**src/rtl/alu_pkg.sv**
```systemverilog
// Shared types for the nibble-serial ALU and its sequencer: control-line enums,
// the idle control word and the per-function r/s/v/ne select table.
package alu_pkg;

  typedef enum logic {
    NO_LD  = 1'b0,
    BUS_LD = 1'b1
  } ld_t;

  typedef enum logic [1:0] {
    NO_SH    = 2'd0,
    SH_LEFT  = 2'd1,
    SH_RIGHT = 2'd2
  } sh_t;

  typedef enum logic {
    SH_OE  = 1'b0,
    RES_OE = 1'b1
  } oe_t;

  typedef enum logic [2:0] {
    FN_ADD = 3'd0,
    FN_ADC = 3'd1,
    FN_SUB = 3'd2,
    FN_SBC = 3'd3,
    FN_AND = 3'd4,
    FN_XOR = 3'd5,
    FN_OR  = 3'd6,
    FN_CP  = 3'd7
  } alu_fn_t;

  typedef enum logic [2:0] {
    ST_IDLE = 3'd0,
    ST_LD_A = 3'd1,
    ST_LD_B = 3'd2,
    ST_RES  = 3'd3,
    ST_RSP  = 3'd4
  } seq_state_t;

  // r selects XOR, s selects OR, v selects AND, none selects ADD; ne inverts B.
  typedef struct packed {
    logic r;
    logic s;
    logic v;
    logic ne;
  } fn_sel_t;

  typedef struct packed {
    logic [7:0] op;
    ld_t        la;
    ld_t        lb;
    sh_t        sh;
    oe_t        oe;
    logic       r;
    logic       s;
    logic       v;
    logic       ne;
    logic       ci;
    logic       l;
    logic       h;
  } alu_ctl_t;

  localparam alu_ctl_t ALU_IDLE_WORD = '{
    op: 8'h00, la: NO_LD, lb: NO_LD, sh: NO_SH, oe: SH_OE,
    r: 1'b0, s: 1'b0, v: 1'b0, ne: 1'b0, ci: 1'b0, l: 1'b0, h: 1'b0
  };

  // Indexed by alu_fn_t: ADD, ADC, SUB, SBC, AND, XOR, OR, CP.
  localparam fn_sel_t FN_TABLE [8] = '{
    '{r: 1'b0, s: 1'b0, v: 1'b0, ne: 1'b0},
    '{r: 1'b0, s: 1'b0, v: 1'b0, ne: 1'b0},
    '{r: 1'b0, s: 1'b0, v: 1'b0, ne: 1'b1},
    '{r: 1'b0, s: 1'b0, v: 1'b0, ne: 1'b1},
    '{r: 1'b0, s: 1'b0, v: 1'b1, ne: 1'b0},
    '{r: 1'b1, s: 1'b0, v: 1'b0, ne: 1'b0},
    '{r: 1'b0, s: 1'b1, v: 1'b0, ne: 1'b0},
    '{r: 1'b0, s: 1'b0, v: 1'b0, ne: 1'b1}
  };

endpackage

```
**src/rtl/alu_fn_dec.sv**
```systemverilog
// Combinational decode of an ALU function into its select lines and the
// carry-in policy used by the low-nibble pass.
module alu_fn_dec
  import alu_pkg::*;
(
  input  alu_fn_t fn_i,
  input  logic    cin_i,
  output fn_sel_t sel_o,
  output logic    arith_o,
  output logic    ci_lo_o,
  output logic    is_cp_o
);

  always_comb begin
    sel_o   = FN_TABLE[fn_i];
    arith_o = 1'b0;
    ci_lo_o = 1'b0;
    is_cp_o = 1'b0;
    case (fn_i)
      FN_ADD: arith_o = 1'b1;
      FN_ADC: begin
        arith_o = 1'b1;
        ci_lo_o = cin_i;
      end
      // Subtraction is A + ~B + 1, so the low pass starts with carry set.
      FN_SUB: begin
        arith_o = 1'b1;
        ci_lo_o = 1'b1;
      end
      FN_SBC: begin
        arith_o = 1'b1;
        ci_lo_o = cin_i;
      end
      FN_CP: begin
        arith_o = 1'b1;
        ci_lo_o = 1'b1;
        is_cp_o = 1'b1;
      end
      default: ;
    endcase
  end

endmodule

```
**src/rtl/alu_seq.sv**
```systemverilog
// Sequencer driving a nibble-serial ALU: loads A, loads B while running the low
// nibble, runs the high nibble, then holds the result/flags until taken.
//
// Handshakes: a transfer happens on a rising edge where valid and ready are both
// high; valid, once raised by the producer, is held with stable payload until
// that edge. req_ready is high only in IDLE; rsp_valid is high only in RSP.
module alu_seq
  import alu_pkg::*;
(
  input  logic       clk,
  input  logic       reset_n,
  input  logic       req_valid,
  output logic       req_ready,
  input  alu_fn_t    req_fn,
  input  logic [7:0] req_a,
  input  logic [7:0] req_b,
  input  logic       req_cin,
  output logic [7:0] alu_op,
  output ld_t        alu_la,
  output ld_t        alu_lb,
  output sh_t        alu_sh,
  output oe_t        alu_oe,
  output logic       alu_r,
  output logic       alu_s,
  output logic       alu_v,
  output logic       alu_ne,
  output logic       alu_ci,
  output logic       alu_l,
  output logic       alu_h,
  input  logic [7:0] alu_result,
  input  logic       alu_zero,
  input  logic       alu_carry,
  output logic       rsp_valid,
  input  logic       rsp_ready,
  output logic [7:0] rsp_result,
  output logic       rsp_z,
  output logic       rsp_h,
  output logic       rsp_c,
  output seq_state_t dbg_state_o
);

  seq_state_t state_q, state_d;
  alu_fn_t    fn_q, fn_d;
  logic [7:0] a_q, a_d;
  logic [7:0] b_q, b_d;
  logic       cin_q, cin_d;
  logic       hc_q, hc_d;
  logic [7:0] res_q, res_d;
  logic       z_q, z_d;
  logic       h_q, h_d;
  logic       c_q, c_d;

  fn_sel_t    sel;
  logic       arith;
  logic       ci_lo;
  logic       is_cp;
  alu_ctl_t   ctl;

  alu_fn_dec u_fn_dec (
    .fn_i    (fn_q),
    .cin_i   (cin_q),
    .sel_o   (sel),
    .arith_o (arith),
    .ci_lo_o (ci_lo),
    .is_cp_o (is_cp)
  );

  always_ff @(posedge clk or negedge reset_n) begin
    if (!reset_n) begin
      state_q <= ST_IDLE;
      fn_q    <= FN_ADD;
      a_q     <= 8'h00;
      b_q     <= 8'h00;
      cin_q   <= 1'b0;
      hc_q    <= 1'b0;
      res_q   <= 8'h00;
      z_q     <= 1'b0;
      h_q     <= 1'b0;
      c_q     <= 1'b0;
    end else begin
      state_q <= state_d;
      fn_q    <= fn_d;
      a_q     <= a_d;
      b_q     <= b_d;
      cin_q   <= cin_d;
      hc_q    <= hc_d;
      res_q   <= res_d;
      z_q     <= z_d;
      h_q     <= h_d;
      c_q     <= c_d;
    end
  end

  always_comb begin
    state_d   = state_q;
    fn_d      = fn_q;
    a_d       = a_q;
    b_d       = b_q;
    cin_d     = cin_q;
    hc_d      = hc_q;
    res_d     = res_q;
    z_d       = z_q;
    h_d       = h_q;
    c_d       = c_q;
    ctl       = ALU_IDLE_WORD;
    req_ready = 1'b0;
    rsp_valid = 1'b0;
    case (state_q)
      ST_IDLE: begin
        req_ready = 1'b1;
        if (req_valid) begin
          fn_d    = req_fn;
          a_d     = req_a;
          b_d     = req_b;
          cin_d   = req_cin;
          state_d = ST_LD_A;
        end
      end
      ST_LD_A: begin
        ctl.op  = a_q;
        ctl.la  = BUS_LD;
        state_d = ST_LD_B;
      end
      // Low-nibble pass: B is on the bus while the ALU adds the low halves.
      ST_LD_B: begin
        ctl.op  = b_q;
        ctl.lb  = BUS_LD;
        ctl.r   = sel.r;
        ctl.s   = sel.s;
        ctl.v   = sel.v;
        ctl.ne  = sel.ne;
        ctl.ci  = ci_lo;
        ctl.l   = 1'b1;
        hc_d    = arith & alu_carry;
        state_d = ST_RES;
      end
      // High-nibble pass chains the low-nibble carry; CP keeps A as its result.
      ST_RES: begin
        ctl.oe  = RES_OE;
        ctl.r   = sel.r;
        ctl.s   = sel.s;
        ctl.v   = sel.v;
        ctl.ne  = sel.ne;
        ctl.ci  = arith & hc_q;
        ctl.h   = 1'b1;
        res_d   = is_cp ? a_q : alu_result;
        z_d     = alu_zero;
        h_d     = hc_q;
        c_d     = arith & alu_carry;
        state_d = ST_RSP;
      end
      ST_RSP: begin
        rsp_valid = 1'b1;
        if (rsp_ready) begin
          state_d = ST_IDLE;
        end
      end
      default: state_d = ST_IDLE;
    endcase
  end

  assign alu_op      = ctl.op;
  assign alu_la      = ctl.la;
  assign alu_lb      = ctl.lb;
  assign alu_sh      = ctl.sh;
  assign alu_oe      = ctl.oe;
  assign alu_r       = ctl.r;
  assign alu_s       = ctl.s;
  assign alu_v       = ctl.v;
  assign alu_ne      = ctl.ne;
  assign alu_ci      = ctl.ci;
  assign alu_l       = ctl.l;
  assign alu_h       = ctl.h;

  assign rsp_result  = res_q;
  assign rsp_z       = z_q;
  assign rsp_h       = h_q;
  assign rsp_c       = c_q;
  assign dbg_state_o = state_q;

endmodule

```
**config.mk**
```make
export PLATFORM = sky130hd
export DESIGN_NAME = alu_seq
export DESIGN_NICKNAME = d
export VERILOG_FILES = /design/src/rtl/alu_pkg.sv /design/src/rtl/alu_fn_dec.sv /design/src/rtl/alu_seq.sv
export SDC_FILE = /design/constraint.sdc
export NUM_CORES = 1
export LEC_CHECK = 0
export ABC_AREA = 1
export CAP_MARGIN = 20
export CORE_ASPECT_RATIO = 0.7
export CORE_MARGIN = 1.5
export CORE_UTILIZATION = 46
export DETAILED_ROUTE_END_ITERATION = 10
export GPL_TIMING_DRIVEN = 0
export PLACE_DENSITY = 0.94
export SKIP_LAST_GASP = 1
export SLEW_MARGIN = 20
export SYNTH_ARGS = -nofsm -noshare
export SYNTH_HDL_FRONTEND = slang
export SYNTH_SLANG_ARGS = --single-unit
export TNS_END_PERCENT = 50
```
**constraint.sdc**
```tcl
create_clock -name clk -period 2.2 [get_ports clk]
set_input_delay 0.44 -clock clk [delete_from_list [all_inputs] [get_ports clk]]
set_output_delay 0.44 -clock clk [all_outputs]
set_load 0.05 [all_outputs]
```
==> results of run 1 <==
[stage by stage]
stage | instances | util
floorplan | 221 | -
global placement | 337 | 0.6959
detailed placement | 338 | 0.7023
CTS | 346 | 0.7290
global route | 346 | 0.7322
finish | 346 | 0.7322
[power breakdown]
part           internal, mW  switching (mW)  total, mW
clock network         0.285           0.218      0.503
registers             0.956           0.203       1.16
logic                 0.877            2.05       2.93
total                  2.12            2.47       4.59
[registers in the layout, indices dropped and copies added, names as in the netlist, 3 cells and up]
signal       flops
a_q              8
fn_q             3
rsp_result       8
b_q              8
dbg_state_o      3
[cell usage in the layout (no fill, tap or decap), drive strengths merged]
cell type / instances
a211oi: 1
a21oi: 12
buf: 17
clkbuf: 11
clkdlybuf4s15: 6
clkdlybuf4s50: 46
conb: 2
dfrtp: 35
dlygate4sd2: 3
dlymetal6s2s: 3
inv: 29
nand2: 79
nand3: 22
nor2: 16
nor3: 2
nor4: 2
o21ai: 10
[area by class of cell]
cell class | count | share of cell area
Buffer | 11 | 0.02967
Clock buffer | 8 | 0.03891
Inverter | 29 | 0.04231
Multi-Input combinational cell | 146 | 0.2641
Sequential cell | 35 | 0.3405
Tap cell | 50 | 0.02432
Timing Repair Buffer | 67 | 0.2602
[cell families (layout without fill, tap and decap cells)]
logic type / Yosys count / after routing / share of synthesized area
buffers and inverters: 40 / 115 / 0.1066
other: 1 / 2 / 0.002235
flip-flops: 35 / 35 / 0.5220
AND/OR/NAND/NOR: 121 / 121 / 0.2990
AO/OA/AOI/OAI: 23 / 23 / 0.07010
[critical path, stage by stage (launching register included)]
cell	delay (ns)
dfrtp_1	0.46
nor3_1	0.27
clkdlybuf4s50_1	0.84
[what timing repair did]
item	CTS	global route
setup endpoints to repair	20	20
pin swaps	0	0
resized for setup	45	20
[worst min-delay path by stage]
stage	to	startpoint	slack, ns
after floorplan	a_q[0]	reset_n	0.14
after global placement	rsp_z	rsp_z	0.46
after detailed placement	rsp_result[2]	reset_n	0.34
after CTS	rsp_result[2]	reset_n	0.04
after global routing	rsp_result[2]	reset_n	0.04
final	rsp_result[5]	reset_n	0.03
[per-layer routing]
metal	global-route usage	up-vias	wire, µm
met5	0	-	0
met4	0.09226	0	59
met3	0.07116	6	401
met2	0.3894	71	2074
met1	0.3179	761	1865
li1	-	827	-
==> impl_results.md, run 1 <==
- R2R cell count: 6
- Register area: 875.8 µm²
- Antenna Nets Post-Route: 0
- Startpoint types: register
- Area leader, netlist: dfrtp_1
- Area grow syn2layout: 53.32%
- Post-CTS Setup Inserts: 0
- RSZ-0062 raised after global routing: true
- Top cells by count, synth: 79 x nand2_1, 35 x dfrtp_1, 29 x inv_1
- Max Cap Violations: 0
- Main area contributors after synthesis: dfrtp_1 52%, nand2_1 18%, inv_1 6.5%
- VDD IR max: 0.001192 V
- Drc violations: 0
- Cell Pwr Density: 1783 nW/µm²
- Worst-path clk slew: 0.07 ns
- TritonCTS Buffers: 5
- Clk buf depth: 2
- Pre-CTS WS: -0.3035 ns
- Crit path from: dbg_state_o[1]
- Period utilization: 1.044
- Failing checks: setup timing
- Status: complete, but fails checks
- Max-slew headroom: 0.6577
- Net count, final: 329
- Core area: 3513 µm²
- H-Tree Depth: 2
- Count leader, synth: nand2_1
- Fin Setup TNS: -0.2876 ns
- Routed Wire Length: 4.400 mm
- CTS Root Buffer Type: clkbuf_8
- Minimum clock period after layout: 2.297 ns
- RR Startpoint: dbg_state_o[2]
- Die width: 75.19 µm
- Antenna violations before repair: 0
- Fin. Hold Viols: 0
- Cell Rows: 18
- Hold Slack: 0.03152 ns
- CTS Hold Buffers Added: 0
- R2R Setup Slk: 0.89 ns
- First-pass GRT wire length: 7.038 mm
- Sequential share of the synthesized area: 0.5220
- Cell count after synthesis: 220
- DR vias: 1665
- Clock sink count: 35
- Initial DRC count: 66
- Worst min path class: in2async
- Design area: 2572 µm²
- Fraction of layout cells with a size suffix above 1: 0.1655
- Clock Latency Late Sink: 0.28 ns
- Tightest Pin Transition: 0.5126 ns
- Die H: 53.53 µm
- CP Capture Point: rsp_valid
- CTS tree: built
- Initial core utilization: 0.4776
- Final Max Slew Viols: 0
- Skew final: 0.002708 ns
- Total grt overflow: 0
- Post-synth ARST share: 1.000
- DP HPWL: 3.350 mm
- Footprint of the multi-input gates: 679.4 µm²
- Max FO, Critical Path: 6
- Register bit total from synthesis: 35
- Primary FF master, synth: dfrtp_1
- Ys Warns: 0
- Post-DR vias/cell: 4.812
- Tot Pwr: 4.588 mW
- N_diodes: 0
- Worst Path Required: 1.76 ns
- Max Fclk: 435.4 MHz
- Top cell type's share of synthesized area: 0.5220
- Synth Area per Inst: 7.627 µm²
- Critical R2R Capture: dbg_state_o[0]
- Die ar.: 4025 µm²
- Total Routing Usage GR: 0.2433
- Netlist cell types: 15
- DR pass1 iterations: 5
- Post-synth EDFFs: 0
- Mapped Area: 1678 µm²
- Fillcell total: 274
- Area post-placement: 2467 µm²
- WS Path Type: reg2out
- DR WL/cell: 12.72 µm
- Critical Path End Type: output pin
- Placer Congestion: 0.8101
- Fin worst setup slack: -0.09650 ns
- P_leak: 1.374 nW
- Number of endpoints failing setup at the final stage: 9
- IO Port Bufs: 66
- Vias in the first global route: 1604
- Crit path arrival time: 1.86 ns
- Largest net degree at the start of global routing: 26
- I/O pin count: 70
Power figures use the tool's default switching activity.
==> run 2: changes to the inputs <==
--- a/config.mk
+++ b/config.mk
@@ -9,10 +9,11 @@
 export CAP_MARGIN = 20
 export CORE_ASPECT_RATIO = 0.7
 export CORE_MARGIN = 1.5
-export CORE_UTILIZATION = 46
+export CORE_UTILIZATION = 57
 export DETAILED_ROUTE_END_ITERATION = 10
-export GPL_TIMING_DRIVEN = 0
-export PLACE_DENSITY = 0.94
+export DONT_BUFFER_PORTS = 1
+export PLACE_DENSITY = 0.81
+export SKIP_CTS_REPAIR_TIMING = 1
 export SKIP_LAST_GASP = 1
 export SLEW_MARGIN = 20
 export SYNTH_ARGS = -nofsm -noshare
==> run 2 against run 1 <==
Effect of this change:
- the flow now finishes without violations
- count of clock-buffer cells in the layout is the same
- worst hold slack improved by 0.23 ns
- worst setup slack improved by 0.13 ns
- non-clock buffer count down 53
- first-iteration DRC count rose by 48%
- die area decreased by 18%
- clock skew decreased by 0.00063 ns
- utilization is 2.5 points higher
==> impl_results.md, run 2 (synthesis gave the netlist of run 1 again) <==
- CTS Root Buffer Type: clkbuf_8
- Critical-path cell list: inv_1, nand3_2, buf_4, o21ai_2, buf_12
- Period utilization: 0.9859
- Drc violations: 0
- R2R Setup Slk: 0.45 ns
- WS Path Type: reg2out
- Fillcell total: 214
- H-Tree Depth: 2
- TritonCTS Buffers: 5
- First-pass GRT wire length: 6.279 mm
- Worst min path class: in2reg
- Critical Path End Type: output pin
- Initial core utilization: 0.5987
- DR WL/cell: 14.19 µm
- Max Cap Violations: 0
- Max stage delay on crit path: 0.39 ns
- Die H: 48.40 µm
- Fin. Hold Viols: 0
- Number of endpoints failing setup at the final stage: 0
- Antenna violations before repair: 0
- Max FO, Critical Path: 8
- Largest net degree at the start of global routing: 36
- Clk buf depth: 2
- DP HPWL: 2.756 mm
- Worst Path Required: 1.76 ns
- WP buf/inv: 3
- DR pass1 iterations: 4
- IO Port Bufs: 0
- Antenna Nets Post-Route: 0
- Net count, final: 277
- Worst-path clk slew: 0.07 ns
- Skew final: 0.002078 ns
- CP Capture Point: alu_op[4]
- Max Fclk: 461.1 MHz
- Status: finished clean
- Commonest cells after routing, fill and taps aside: 79 x nand2_1, 35 x dfrtp_1, 29 x inv_1, 19 x nand3_1, 15 x buf_4
- Die width: 67.85 µm
- Critical R2R Capture: fn_q[1]
- Crit path from: dbg_state_o[1]
- DR vias: 1503
- Startpoint types: register
- Commonest non-fill, non-tap cell in the layout: nand2_1
- I/O pin count: 70
- Routed Wire Length: 3.974 mm
- Initial DRC count: 98
- Total grt overflow: 0
- Die ar.: 3283 µm²
- RR Startpoint: dbg_state_o[2]
- Fraction of layout cells with a size suffix above 1: 0.1926
- Top Family by Delay on Critical Path: buffers and inverters
- Area grow syn2layout: 26.55%
- CP max-delay cell: dfrtp_1
- Crit path arrival time: 1.73 ns
- Tightest Pin Transition: 0.6175 ns
- CTS tree: built
- Core area: 2803 µm²
- Minimum clock period after layout: 2.169 ns
- RSZ-0062 raised after global routing: true
- Total Routing Usage GR: 0.2596
- N_diodes: 0
- Hold Slack: 0.2606 ns
- Vias in the first global route: 1429
- Final Max Slew Viols: 0
- Clock Latency Late Sink: 0.29 ns
- R2R cell count: 5
- Cell Rows: 16
- Placer Congestion: 0.7533
- Post-DR vias/cell: 5.368
- Crit path depth: 5
- Max-slew headroom: 0.5879
- Clock sink count: 35
[run 2: cell count changes in the layout (fill, tap and decap cells not counted), moves of 3 or more]
cell,delta
buf_4,+6
clkdlybuf4s15_2,-6
buf_12,+9
dlygate4sd2_1,-3
buf_2,-6
clkdlybuf4s50_1,-46
dlymetal6s2s_1,-3
[run 2: per-stage QoR]
| stage | cell area [µm²] | instances | setup slack [ns] | setup TNS [ns] | utilization |
|---|---|---|---|---|---|
| 4_1_cts | 2077 | 277 | -0.04982 | -0.1193 | 0.7411 |
| 3_3_place_gp | 1977 | 269 | 0.3836 | 0 | 0.7054 |
| 6_report | 2123 | 280 | 0.03104 | 0 | 0.7576 |
| 3_5_place_dp | 1977 | 269 | 0.3005 | 0 | 0.7054 |
| 2_1_floorplan | 1722 | 221 | -0.2779 | -1.001 | - |
| 5_1_grt | 2123 | 280 | -0.07185 | -0.2277 | 0.7576 |
[run 2: final cells by class]
cell class | count | area, µm² | area share
Multi-Input combinational cell | 147 | 690.7 | 0.3253
Clock buffer | 8 | 100.1 | 0.04714
Sequential cell | 35 | 875.8 | 0.4125
Timing Repair Buffer | 25 | 302.8 | 0.1426
Tap cell | 36 | 45.04 | 0.02121
Inverter | 29 | 108.9 | 0.05127
[run 2: worst min path at each step]
stage,from,end,slack [ns],cells after the start
floorplan,reset_n,a_q[0],0.14,0
CTS,reset_n,dbg_state_o[2],-0.17,0
global placement,reset_n,dbg_state_o[2],0.15,0
detailed placement,reset_n,dbg_state_o[2],0.15,0
finish,alu_zero,rsp_z,0.26,2
global route,alu_zero,rsp_z,0.25,2
[run 2: routing by layer]
metal	GRT usage	up-vias	wire length (µm)
li1	-	723	-
met1	0.3255	698	1647
met2	0.4036	70	1860
met3	0.1116	12	391
met4	0.08667	0	74
met5	0	-	0
[run 2: worst reg2reg max path: stages (launching register included)]
cell     delay, ns
dfrtp_1       0.38
buf_4         0.19
nor2_1        0.16
nand3_2       0.50
nor2_1        0.30
a21oi_1       0.07
Power of run 2 is left out: the tool's default activity adds up to more than one toggle a clock period on the data nets, which glitch-free logic cannot reach.
==> run 3: changes to the inputs <==
--- a/config.mk
+++ b/config.mk
@@ -18,5 +18,6 @@
 export SLEW_MARGIN = 20
 export SYNTH_ARGS = -nofsm -noshare
 export SYNTH_HDL_FRONTEND = slang
+export SYNTH_HIERARCHICAL = 1
 export SYNTH_SLANG_ARGS = --single-unit
 export TNS_END_PERCENT = 50
==> run 3 against run 2 <==
Effect of this change:
- routed wire length is 7.5% higher
- maximum frequency rose by 5.2%
- final cell count increased by 6.8%
==> impl_results.md, run 3 <==
- DR pass1 iterations: 5
- Routed Wire Length: 4.272 mm
- WS Path Type: reg2out
- Startpoint types: register
- Period utilization: 0.9374
- Mapped Area: 1822 µm²
- Worst-path clk slew: 0.07 ns
- Cell mode on critical path: nand2_1
- Fin worst setup slack: 0.1378 ns
- Sequential share of the synthesized area: 0.4808
- Initial core utilization: 0.6233
- TritonCTS Buffers: 5
- Antenna Nets Post-Route: 0
- Net count, final: 296
- Post-synth EDFFs: 0
- Minimum clock period after layout: 2.062 ns
- Dpl cells: 289
- Synth Area per Inst: 7.375 µm²
- Register bit total from synthesis: 35
- Number of endpoints failing setup at the final stage: 0
- Commonest non-fill, non-tap cell in the layout: nand2_1
- RSZ-0062 raised after global routing: false
- Top cells by count, synth: 115 x nand2_1, 35 x dfrtp_1, 21 x nand4_1
- Max Cap Violations: 0
- Fraction of layout cells with a size suffix above 1: 0.1825
- Post-synth ARST share: 1.000
- I/O pin count: 70
- Drc violations: 0
- Main area contributors after synthesis: dfrtp_1 48%, nand2_1 24%, nand4_1 7.2%
- Max FO, Critical Path: 10
- Top cell type's share of synthesized area: 0.4808
- Largest net degree at the start of global routing: 36
- Ys Warns: 6
- Cell Rows: 16
- Clk buf depth: 2
- Clock sink count: 35
- Pre-CTS WS: 0.3753 ns
- CTS tree: built
- First-pass GRT wire length: 6.920 mm
- Critical-path cell list: nor2_2, nand2_1, inv_2, nand2_1, nand2_1, buf_12
- Tightest Pin Transition: 0.5126 ns
- Max-slew headroom: 0.6582
- Antenna violations before repair: 0
- Die width: 70.57 µm
- DR vias: 1610
- Cell count after synthesis: 247
- Count leader, synth: nand2_1
- Primary FF master, synth: dfrtp_1
- CTS Root Buffer Type: clkbuf_8
- Worst min path class: in2reg
- Die ar.: 3550 µm²
- DP HPWL: 3.094 mm
- Final Max Slew Viols: 0
- Fin. Hold Viols: 0
- Area leader, netlist: dfrtp_1
- Status: finished clean
- Area grow syn2layout: 19.51%
- DR WL/cell: 14.29 µm
- Max stage delay on crit path: 0.48 ns
- Fin util: 0.7449
- Total Routing Usage GR: 0.2571
- Total grt overflow: 0
- Vias in the first global route: 1481
- Crit path arrival time: 1.62 ns
- Core area: 2923 µm²
- Die H: 50.30 µm
- H-Tree Depth: 2
- Clock Latency Late Sink: 0.29 ns
- Non-filler cells, final: 299
- Post-DR vias/cell: 5.385
- N_diodes: 0
- Commonest cells after routing, fill and taps aside: 112 x nand2_1, 34 x dfrtp_1, 21 x nand4_1, 17 x inv_1, 14 x buf_4
- Initial DRC count: 173
- Placer Congestion: 0.9301
- Netlist cell types: 22
- Skew final: 0.002884 ns
- Fin Setup TNS: 0 ns
- CP max-delay cell: dfrtp_1
- Max Fclk: 484.9 MHz
- IO Port Bufs: 0
- Critical Path End Type: output pin
- Worst Path Required: 1.76 ns
-- run 3: changes by cell type after synthesis, moves of 2 or more --
cell / change
nand2_1: +36
nand4_1: +21
nand3_1: -16
a21oi_1: -11
inv_1: -11
inv_2: +5
nor2_1: -4
clkbuf_1: +3
nand2_2: +2
nor4_1: -2
-- run 3: cells by family after synthesis --
kind of cell           synth area share
buffers and inverters            0.1051
AO/OA/AOI/OAI                   0.03296
flip-flops                       0.4808
AND/OR/NAND/NOR                  0.3791
other                          0.002058
-- run 3: worst paths after layout --
| kind | start | to | slack [ns] | cells past startpoint |
|---|---|---|---|---|
| max | dbg_state_o[2] | alu_op[4] | 0.14 | 6 |
| min | alu_zero | rsp_z | 0.26 | 2 |
| max reg2reg | dbg_state_o[2] | a_q[5] | 0.44 | 6 |
| min reg2reg | b_q[6] | b_q[6] | 0.47 | 2 |
| max in group asynchronous | reset_n | dbg_state_o[0] | 1.41 | 2 |
| min in group asynchronous | reset_n | rsp_result[5] | 0.60 | 2 |
-- run 3: worst max-delay path, delay by kind of cell (launching register included) --
| family | cells | cell delay, ns |
|---|---|---|
| buffers and inverters | 2 | 0.34 |
| flip-flops | 1 | 0.48 |
| AND/OR/NAND/NOR | 4 | 0.50 |
-- run 3: layer usage --
metal	track usage	share of wire
met1	0.3268	0.42
met3	0.1084	0.12
met4	0.1069	0.016
met2	0.3899	0.44
met5	0	0
-- run 3: through the flow --
| stage | cell area (µm²) | hold slack [ns] |
|---|---|---|
| floorplan | 1839 | 0.1444 |
| global placement | 2047 | 0.1451 |
| detailed placement | 2047 | 0.1450 |
| CTS | 2147 | -0.1661 |
| global route | 2177 | 0.2813 |
| finish | 2177 | 0.2646 |
-- run 3: final cells by class --
type | count | area (µm²)
Sequential cell | 35 | 877.1
Multi-Input combinational cell | 173 | 773.2
Fill cell | 225 | 745.7
Timing Repair Buffer | 24 | 295.3
Clock buffer | 8 | 100.1
Inverter | 23 | 86.33
Tap cell | 36 | 45.04
Power of run 3 is left out for the same reason.
